--- src/rtl/fei4_rec_pkg.sv ---
// FE-I4 record header codes, service-record codes and the readout FSM state type.
// ST_SRV exists only when SERVICE_REC_EN is defined.
package fei4_rec_pkg;

    typedef logic [23:0] rec_t;

    localparam logic [7:0] HDR_DH = 8'hE9;
    localparam logic [7:0] HDR_AR = 8'hEA;
    localparam logic [7:0] HDR_VR = 8'hEC;
    localparam logic [7:0] HDR_SR = 8'hEF;

    localparam logic [5:0] SR_CODE_TRIG_DROP = 6'd14;

`ifdef SERVICE_REC_EN
    typedef enum logic [2:0] {
        ST_IDLE,
        ST_HDR,
        ST_HIT,
        ST_ADDR,
        ST_VAL,
        ST_SRV
    } state_e;
`else
    typedef enum logic [2:0] {
        ST_IDLE,
        ST_HDR,
        ST_HIT,
        ST_ADDR,
        ST_VAL
    } state_e;
`endif

endpackage

--- src/rtl/fei4_readout_arbiter_if.sv ---
// Output record stream: one registered 24-bit record with an empty flag and a pop strobe.
interface fei4_readout_arbiter_if;
    import fei4_rec_pkg::*;

    logic empty;
    rec_t data;
    logic read_fifo;

    modport master (
        output empty,
        output data,
        input  read_fifo
    );

    modport slave (
        input  empty,
        input  data,
        output read_fifo
    );

endinterface

--- src/rtl/fei4_trig_queue.sv ---
// Pending-trigger FIFO holding {LV1ID, BCID}; a pop frees its slot for a push in the same cycle.
module fei4_trig_queue #(
    parameter int DEPTH = 16,
    parameter int W     = 15
) (
    input  logic         clk,
    input  logic         reset,
    input  logic         push_i,
    input  logic         pop_i,
    input  logic         flush_i,
    input  logic [W-1:0] wdata_i,
    output logic [W-1:0] rdata_o,
    output logic         full_o,
    output logic         empty_o
);

    localparam int AW = $clog2(DEPTH);

    logic [W-1:0]  mem_q [DEPTH];
    logic [AW-1:0] wptr_q;
    logic [AW-1:0] rptr_q;
    logic [AW:0]   cnt_q;
    logic          do_push;
    logic          do_pop;

    assign empty_o = (cnt_q == '0);
    assign full_o  = (cnt_q == (AW+1)'(DEPTH));
    assign rdata_o = mem_q[rptr_q];
    assign do_pop  = pop_i && !empty_o;
    assign do_push = push_i && (!full_o || do_pop);

    always_ff @(posedge clk) begin
        if (reset || flush_i) begin
            wptr_q <= '0;
            rptr_q <= '0;
            cnt_q  <= '0;
        end else begin
            if (do_push) wptr_q <= wptr_q + 1'b1;
            if (do_pop)  rptr_q <= rptr_q + 1'b1;
            unique case ({do_push, do_pop})
                2'b10:   cnt_q <= cnt_q + 1'b1;
                2'b01:   cnt_q <= cnt_q - 1'b1;
                default: cnt_q <= cnt_q;
            endcase
        end
    end

    always_ff @(posedge clk) begin
        if (do_push && !flush_i) mem_q[wptr_q] <= wdata_i;
    end

endmodule

--- src/rtl/fei4_readout_arbiter.sv ---
// Arbitrates L1 events and RdReg readbacks onto one FE-I4 record stream.
// Define SERVICE_REC_EN to emit a trigger-drop service record after an event.
module fei4_readout_arbiter
    import fei4_rec_pkg::*;
#(
    parameter int TRIG_DEPTH = 16,
    parameter int MAX_HITS   = 15
) (
    input  logic        clk,
    input  logic        reset,
    input  logic        trigger,
    input  logic        bcr,
    input  logic        ecr,
    input  logic        rd_req,
    input  logic [5:0]  rd_addr,
    input  logic [15:0] rd_data,
    input  logic [3:0]  cfg_hits_per_trig,
    input  logic [3:0]  cfg_tot,
    fei4_readout_arbiter_if.master rec,
    output logic [9:0]  trig_drop_cnt
);

    localparam logic [3:0] MAX_H = 4'(MAX_HITS);

    state_e      state_q;
    logic [9:0]  bcid_q;
    logic [4:0]  lv1_q;
    logic [9:0]  drop_q;
    logic [9:0]  drop_d;
    logic        valid_q;
    rec_t        data_q;
    logic        rd_pend_q;
    logic        last_rd_q;
    logic [5:0]  rd_addr_q;
    logic [15:0] rd_data_q;
    logic [4:0]  ev_lv1_q;
    logic [3:0]  nhits_q;
    logic [3:0]  hit_q;

    logic [14:0] q_rdata;
    logic        q_full;
    logic        q_empty;
    logic        q_pop;
    logic        q_push;
    logic        drop_inc;
    logic        pop_out;
    logic        gnt_trig;
    logic        gnt_rd;
    logic [3:0]  hits_eff;
    logic [6:0]  hit_col;
    logic [8:0]  hit_row;
    state_e      end_st;

    assign pop_out  = rec.read_fifo && valid_q;
    assign q_pop    = (state_q == ST_HDR) && pop_out && !ecr;
    assign q_push   = trigger && !ecr && (!q_full || q_pop);
    assign drop_inc = trigger && !ecr && !q_push;

    // Round-robin: on contention, serve whoever was not served last.
    assign gnt_trig = !q_empty && !ecr && (!rd_pend_q || last_rd_q);
    assign gnt_rd   = rd_pend_q && !gnt_trig;

    assign hits_eff = (cfg_hits_per_trig > MAX_H) ? MAX_H : cfg_hits_per_trig;
    assign hit_col  = {3'd0, hit_q} + 7'd1;
    assign hit_row  = {4'd0, ev_lv1_q} + 9'd1;

    assign rec.empty     = !valid_q;
    assign rec.data      = data_q;
    assign trig_drop_cnt = drop_q;

    fei4_trig_queue #(
        .DEPTH (TRIG_DEPTH),
        .W     (15)
    ) u_queue (
        .clk     (clk),
        .reset   (reset),
        .push_i  (q_push),
        .pop_i   (q_pop),
        .flush_i (ecr),
        .wdata_i ({lv1_q, bcid_q}),
        .rdata_o (q_rdata),
        .full_o  (q_full),
        .empty_o (q_empty)
    );

    always_comb begin
        end_st = ST_IDLE;
`ifdef SERVICE_REC_EN
        if (drop_q != '0) end_st = ST_SRV;
`endif
    end

    always_comb begin
        drop_d = drop_q;
`ifdef SERVICE_REC_EN
        if (state_q == ST_SRV && pop_out) drop_d = '0;
`endif
        if (drop_inc && drop_d != 10'd1023) drop_d = drop_d + 10'd1;
    end

    always_ff @(posedge clk) begin
        if (reset) begin
            bcid_q <= '0;
            lv1_q  <= '0;
            drop_q <= '0;
        end else begin
            bcid_q <= bcr ? '0 : bcid_q + 10'd1;
            drop_q <= drop_d;
            if (ecr)          lv1_q <= '0;
            else if (trigger) lv1_q <= lv1_q + 5'd1;
        end
    end

    always_ff @(posedge clk) begin
        if (reset) begin
            rd_pend_q <= 1'b0;
            rd_addr_q <= '0;
            rd_data_q <= '0;
        end else if (rd_req) begin
            rd_pend_q <= 1'b1;
            rd_addr_q <= rd_addr;
            rd_data_q <= rd_data;
        end else if (state_q == ST_VAL && pop_out) begin
            rd_pend_q <= 1'b0;
        end
    end

    always_ff @(posedge clk) begin
        if (reset) begin
            state_q   <= ST_IDLE;
            valid_q   <= 1'b0;
            data_q    <= '0;
            last_rd_q <= 1'b1;
            ev_lv1_q  <= '0;
            nhits_q   <= '0;
            hit_q     <= '0;
        end else begin
            unique case (state_q)
                ST_IDLE: begin
                    if (gnt_trig) begin
                        data_q    <= {HDR_DH, 1'b0, q_rdata};
                        valid_q   <= 1'b1;
                        ev_lv1_q  <= q_rdata[14:10];
                        last_rd_q <= 1'b0;
                        state_q   <= ST_HDR;
                    end else if (gnt_rd) begin
                        data_q    <= {HDR_AR, 1'b0, 9'd0, rd_addr_q};
                        valid_q   <= 1'b1;
                        last_rd_q <= 1'b1;
                        state_q   <= ST_ADDR;
                    end
                end
                ST_HDR: begin
                    if (pop_out) begin
                        valid_q <= 1'b0;
                        nhits_q <= hits_eff;
                        hit_q   <= '0;
                        state_q <= (hits_eff != '0) ? ST_HIT : end_st;
                    end
                end
                ST_HIT: begin
                    if (!valid_q) begin
                        data_q  <= {hit_col, hit_row, cfg_tot, 4'hF};
                        valid_q <= 1'b1;
                    end else if (pop_out) begin
                        valid_q <= 1'b0;
                        hit_q   <= hit_q + 4'd1;
                        if (hit_q + 4'd1 == nhits_q) state_q <= end_st;
                    end
                end
                ST_ADDR: begin
                    if (pop_out) begin
                        valid_q <= 1'b0;
                        state_q <= ST_VAL;
                    end
                end
                ST_VAL: begin
                    if (!valid_q) begin
                        data_q  <= {HDR_VR, rd_data_q};
                        valid_q <= 1'b1;
                    end else if (pop_out) begin
                        valid_q <= 1'b0;
                        state_q <= ST_IDLE;
                    end
                end
`ifdef SERVICE_REC_EN
                ST_SRV: begin
                    if (!valid_q) begin
                        data_q  <= {HDR_SR, SR_CODE_TRIG_DROP, drop_q};
                        valid_q <= 1'b1;
                    end else if (pop_out) begin
                        valid_q <= 1'b0;
                        state_q <= ST_IDLE;
                    end
                end
`endif
                default: state_q <= ST_IDLE;
            endcase
            // ecr abandons an event but never a readback in flight.
            if (ecr && (state_q == ST_HDR || state_q == ST_HIT)) begin
                valid_q <= 1'b0;
                state_q <= ST_IDLE;
            end
        end
    end

endmodule
--- src/flat_wrapper.sv ---
// flat-port wrapper written by rule: the top's interface ports become plain ports
module fei4_readout_arbiter_flat import fei4_rec_pkg::*;
#(
    parameter int TRIG_DEPTH = 16,
    parameter int MAX_HITS   = 15
)
  (clk, reset, trigger, bcr, ecr, rd_req, rd_addr, rd_data, cfg_hits_per_trig, cfg_tot, trig_drop_cnt, rec_empty, rec_data, rec_read_fifo);
  fei4_readout_arbiter_if rec_i ();
  input  logic clk;
  input  logic reset;
  input  logic trigger;
  input  logic bcr;
  input  logic ecr;
  input  logic rd_req;
  input  logic [5:0] rd_addr;
  input  logic [15:0] rd_data;
  input  logic [3:0] cfg_hits_per_trig;
  input  logic [3:0] cfg_tot;
  output logic [9:0] trig_drop_cnt;
  output wire logic [$bits(rec_i.empty)-1:0] rec_empty;
  output wire logic [$bits(rec_i.data)-1:0] rec_data;
  input wire logic [$bits(rec_i.read_fifo)-1:0] rec_read_fifo;
  assign rec_empty = rec_i.empty;
  assign rec_data = rec_i.data;
  assign rec_i.read_fifo = rec_read_fifo;
  fei4_readout_arbiter #(.TRIG_DEPTH(TRIG_DEPTH), .MAX_HITS(MAX_HITS)) u_core (.clk(clk), .reset(reset), .trigger(trigger), .bcr(bcr), .ecr(ecr), .rd_req(rd_req), .rd_addr(rd_addr), .rd_data(rd_data), .cfg_hits_per_trig(cfg_hits_per_trig), .cfg_tot(cfg_tot), .rec(rec_i), .trig_drop_cnt(trig_drop_cnt));
endmodule
--- config.mk ---
export PLATFORM = sky130hd
export DESIGN_NAME = fei4_readout_arbiter_flat
export DESIGN_NICKNAME = d
export VERILOG_FILES = /design/src/rtl/fei4_rec_pkg.sv /design/src/rtl/fei4_readout_arbiter_if.sv /design/src/rtl/fei4_trig_queue.sv /design/src/rtl/fei4_readout_arbiter.sv /design/src/flat_wrapper.sv
export SDC_FILE = /design/constraint.sdc
export NUM_CORES = 1
export LEC_CHECK = 0
export CAP_MARGIN = 20
export CELL_PAD_IN_SITES_DETAIL_PLACEMENT = 1
export CELL_PAD_IN_SITES_GLOBAL_PLACEMENT = 1
export CORE_ASPECT_RATIO = 0.75
export CORE_MARGIN = 1
export CORE_UTILIZATION = 50
export DETAILED_ROUTE_END_ITERATION = 10
export HOLD_SLACK_MARGIN = 0.05
export PLACE_DENSITY = 0.86
export SETUP_SLACK_MARGIN = 0.05
export SKIP_LAST_GASP = 1
export SLEW_MARGIN = 10
export SYNTH_ARGS = -nofsm -noshare
export SYNTH_HDL_FRONTEND = slang
export SYNTH_SLANG_ARGS = --single-unit
--- constraint.sdc ---
create_clock -name clk -period 4 [get_ports clk]
set_clock_uncertainty 0.05 [all_clocks]
set_input_delay 0.8 -clock clk [delete_from_list [all_inputs] [get_ports clk]]
set_output_delay 0.8 -clock clk [all_outputs]
set_load 0.005 [all_outputs]
==> out/metrics.yaml <==
run_status:
  status: "completed"
floorplan:
  ios: 72
  num_rows: 52
  fp.dieH_um: 147
  core-area_mm2: 0.0273
  fp.dieW_um: 196
  floorplan.initialDensity: 0.515
  dieArea_mm2: 0.0288
cts:
  clkTransAtPathRegs_ns: 0.06
  cts_tree: "built"
  htree_levels: 2
  clkLatencyLatePin_ns: 0.51
  postCtsSetupBuffers: 0
  sinks_on_the_clock_net: 346
  cts-buffers-inserted: 34
  cts_resized: 0
  clk_path_buf_depth: 3
  cts_root_buf: "sky130_fd_sc_hd__clkbuf_16"
  ctsHoldBuffers: 0
sta:
  timing.max_slew.rel_slack: 0.351
  hold_viol: 0
  layout_worst_path_cycle_share: 0.808
  final_setup_violation_count: 0
  fmax_ghz: 0.309
  tightestPinTransition_ns: 0.972
  final_max_slew_viol_count: 0
  setup_repair_after_global_routing_missed_its_margin: "false"
  timing.final.crit_period_ns: 3.23
  timing.hold.ws_ns: 0.417
  setup_total_negative_slack_ns: 0
synth:
  syn_nets: 1019
  yosysWarningCount: 0
  synth_area_leader_cell: "sky130_fd_sc_hd__edfxtp_1"
  syn-mean-instance-area_um2: 14.5
  yosys_most_used_dff: "sky130_fd_sc_hd__edfxtp_1"
  synth-edff-count: 240
  post_synth_inst_count: 967
  synth_largest_type_area_fraction: 0.513
  ys_async_sr_fraction: 0
  ys_types: 67
  post_synth_instance_area_mm2: 0.0140
  synthTopCellsByArea: "sky130_fd_sc_hd__edfxtp_1 (51%), sky130_fd_sc_hd__dfxtp_1 (15%), sky130_fd_sc_hd__mux4_2 (8.2%)"
  share_of_synthesized_area_occupied_by_flip_flops_and_latches: 0.664
  synth-seq-cells: 346
layout:
  stdcell_area_mm2: 0.0163
  drive_above_1_share: 0.145
  final_common_cell: "sky130_fd_sc_hd__edfxtp_1"
  finalNetCount: 1105
  mostFrequentLayoutCells: "sky130_fd_sc_hd__edfxtp_1 (240), sky130_fd_sc_hd__dfxtp_1 (104), sky130_fd_sc_hd__nor2_1 (102)"
  area_delta_synth_final_pct: 16.1
  nFillCells: 2564
  antenna_cells_inserted: 0
  utilization: 0.598
global_route:
  grt_resource_usage_total: 0.270
  antenna_found_initial: 0
  grt_max_degree: 57
  grt_remaining_overflow: 0
  grt_first_pass_wirelength_um: 57200
  vias_in_the_first_global_route: 9413
critical_path:
  critical_path.max_fanout: 5
  crit_path_end_kind: "flip-flop"
  critical_path.max_stage_delay_ns: 0.51
  reg2reg_depth: 10
  timing.critical_path.required_ns: 4.38
  worstSetupPathType: "primary input to flip-flop"
  worst-endpoint-arrival_ns: 3.61
  worstPathCellList: "clkdlybuf4s50_1 > nand3_1 > o211ai_2 > nand2_2 > ha_1 > fa_1 > a21o_1 > a21oi_1 > xor2_1 > or3_1 > a21oi_1"
  r2r_start: "u_core.state_q[1]"
  type_of_element_launching_the_critical_path: "primary input"
  cp_common_cell: "sky130_fd_sc_hd__a21oi_1"
  r2r_slack_ns: 0.82
  reg2reg_to: "u_core.u_queue.cnt_q[4]"
  cpMaxStageDelayCell: "sky130_fd_sc_hd__clkdlybuf4s50_1"
power_and_ir_drop:
  power.total_mw: 8.06
  power-per-cell-area_mw_per_mm2: 495
  power.static_leakage_nw: 5.41
  ir_worst_vdd_uv: 330
worst_hold_path:
  whs_endpoint: "u_core.rec.data[20]"
  holdCritPathClass: "flip-flop to flip-flop"
  holdCritStartpoint: "u_core.rec.data[20]"
  hold-path-cell-count: 2
routing:
  routed-via-count: 8870
  drc: 0
  wl_per_cell_um: 26.6
  firstDrtPassIters: 6
  detail_route.vias_per_cell: 6.21
  initialDrtViolationCount: 959
  route.final.wire_length_um: 38000
  ant_nets: 0
placement:
  place.port_buffers: 71
  dp_hpwl_um: 24400
  placed_cell_area_mm2: 0.0152
  gp_congestion: 0.810
flow_run:
  drv_cap: 0
[critical path: cells and delay by family]
family                   cells  cell delay, ns
adder cells (fa/ha/maj)      2            0.73
XOR/XNOR                     1            0.09
AND/OR/NAND/NOR              3            0.63
buffers and inverters        1            0.51
AO/OA/AOI/OAI                4            0.85
[layout make-up]
type	instances	area [um^2]	share of cell area
Clock buffer	50	952	0.0584
Timing Repair Buffer	104	953	0.0585
Clock inverter	11	140	0.00859
Inverter	13	48.8	0.00299
Tap cell	351	439	0.0269
Sequential cell	346	9340	0.573
Multi-Input combinational cell	554	4430	0.272
[report_power, final]
group,switching (mW),internal (mW)
clock,1.33,1.86
sequential,0.107,3.90
combinational,0.502,0.370
[cell families (layout without fill, tap and decap cells)]
family	Yosys count	in the layout	synth area share
compound gates	133	133	0.0680
xor+xnor	36	36	0.0224
mux	102	102	0.118
flops	346	346	0.664
simple gates	268	268	0.0911
fa+ha+maj	15	15	0.0139
buf+inv	67	178	0.0221
[how the worst max path moves through the flow]
stage | startpoint | end | slack, ns | depth (start not counted)
finish | rec_read_fifo | u_core.u_queue.cnt_q[4] | 0.77 | 11
global route | rec_read_fifo | u_core.u_queue.cnt_q[4] | 0.65 | 11
CTS | rec_read_fifo | u_core.u_queue.cnt_q[4] | 0.81 | 11
detailed placement | rec_read_fifo | u_core.u_queue.cnt_q[4] | 0.30 | 11
global placement | rec_read_fifo | u_core.u_queue.cnt_q[4] | 0.41 | 11
floorplan | rec_read_fifo | u_core.u_queue.mem_q[1][0] | 0.52 | 4
[cells in the mapped netlist, types with 2 or more instances]
master,count
sky130_fd_sc_hd__edfxtp_1,240
sky130_fd_sc_hd__dfxtp_1,106
sky130_fd_sc_hd__nor2_1,102
sky130_fd_sc_hd__nand2_1,54
sky130_fd_sc_hd__mux4_2,51
sky130_fd_sc_hd__mux2i_1,50
sky130_fd_sc_hd__a21oi_1,33
sky130_fd_sc_hd__nand3_1,29
sky130_fd_sc_hd__a22oi_1,25
sky130_fd_sc_hd__clkbuf_1,23
sky130_fd_sc_hd__xor2_1,22
sky130_fd_sc_hd__buf_2,17
sky130_fd_sc_hd__a211oi_1,15
sky130_fd_sc_hd__ha_1,14
sky130_fd_sc_hd__o21ai_0,14
sky130_fd_sc_hd__xnor2_1,14
sky130_fd_sc_hd__inv_1,13
sky130_fd_sc_hd__nor3_1,13
sky130_fd_sc_hd__and2_1,10
sky130_fd_sc_hd__nand4_1,10
sky130_fd_sc_hd__nor2b_1,9
sky130_fd_sc_hd__buf_4,8
sky130_fd_sc_hd__a221oi_1,7
sky130_fd_sc_hd__and3_1,6
sky130_fd_sc_hd__nor4_1,6
sky130_fd_sc_hd__buf_1,5
sky130_fd_sc_hd__nand2b_1,5
sky130_fd_sc_hd__a31oi_1,4
sky130_fd_sc_hd__or3_1,4
sky130_fd_sc_hd__a21o_1,3
sky130_fd_sc_hd__a311oi_1,3
sky130_fd_sc_hd__nand3b_1,3
sky130_fd_sc_hd__o31ai_1,3
sky130_fd_sc_hd__or2_2,3
sky130_fd_sc_hd__a222oi_1,2
sky130_fd_sc_hd__nor3b_1,2
sky130_fd_sc_hd__nor3b_2,2
sky130_fd_sc_hd__o211ai_2,2
sky130_fd_sc_hd__o21a_1,2
sky130_fd_sc_hd__o21ai_1,2
sky130_fd_sc_hd__o21ba_2,2
sky130_fd_sc_hd__o22a_1,2
sky130_fd_sc_hd__o22ai_1,2
sky130_fd_sc_hd__or4_1,2
[state kept, by name, summed over array words and instances, names as in the netlist, named ones only]
register               flops
u_core.bcid_q             10
u_core.last_rd_q           1
u_core.u_queue.cnt_q       5
u_core.lv1_q               5
u_core.nhits_q             4
u_core.rd_pend_q           1
u_core.rd_data_q          16
u_core.state_q             3
u_core.trig_drop_cnt      10
u_core.rd_addr_q           6
u_core.rec.data           23
u_core.ev_lv1_q            5
u_core.u_queue.wptr_q      4
u_core.u_queue.mem_q     240
u_core.u_queue.rptr_q      4
u_core.valid_q             1
u_core.hit_q               4
[metrics by stage]
stage | cells | setup WS, ns
4_1_cts | 1429 | 0.807
6_report | 1429 | 0.767
3_5_place_dp | 1368 | 0.296
3_3_place_gp | 1368 | 0.408
2_1_floorplan | 967 | 0.522
5_1_grt | 1429 | 0.652
[metal layers]
| metal | track usage | part of all wire |
|---|---|---|
| met5 | 0 | 0 |
| met4 | 0.0701 | 0.018 |
| met3 | 0.0418 | 0.059 |
| met2 | 0.442 | 0.49 |
| met1 | 0.380 | 0.44 |
No activity file was read; power rests on OpenSTA's default activity.
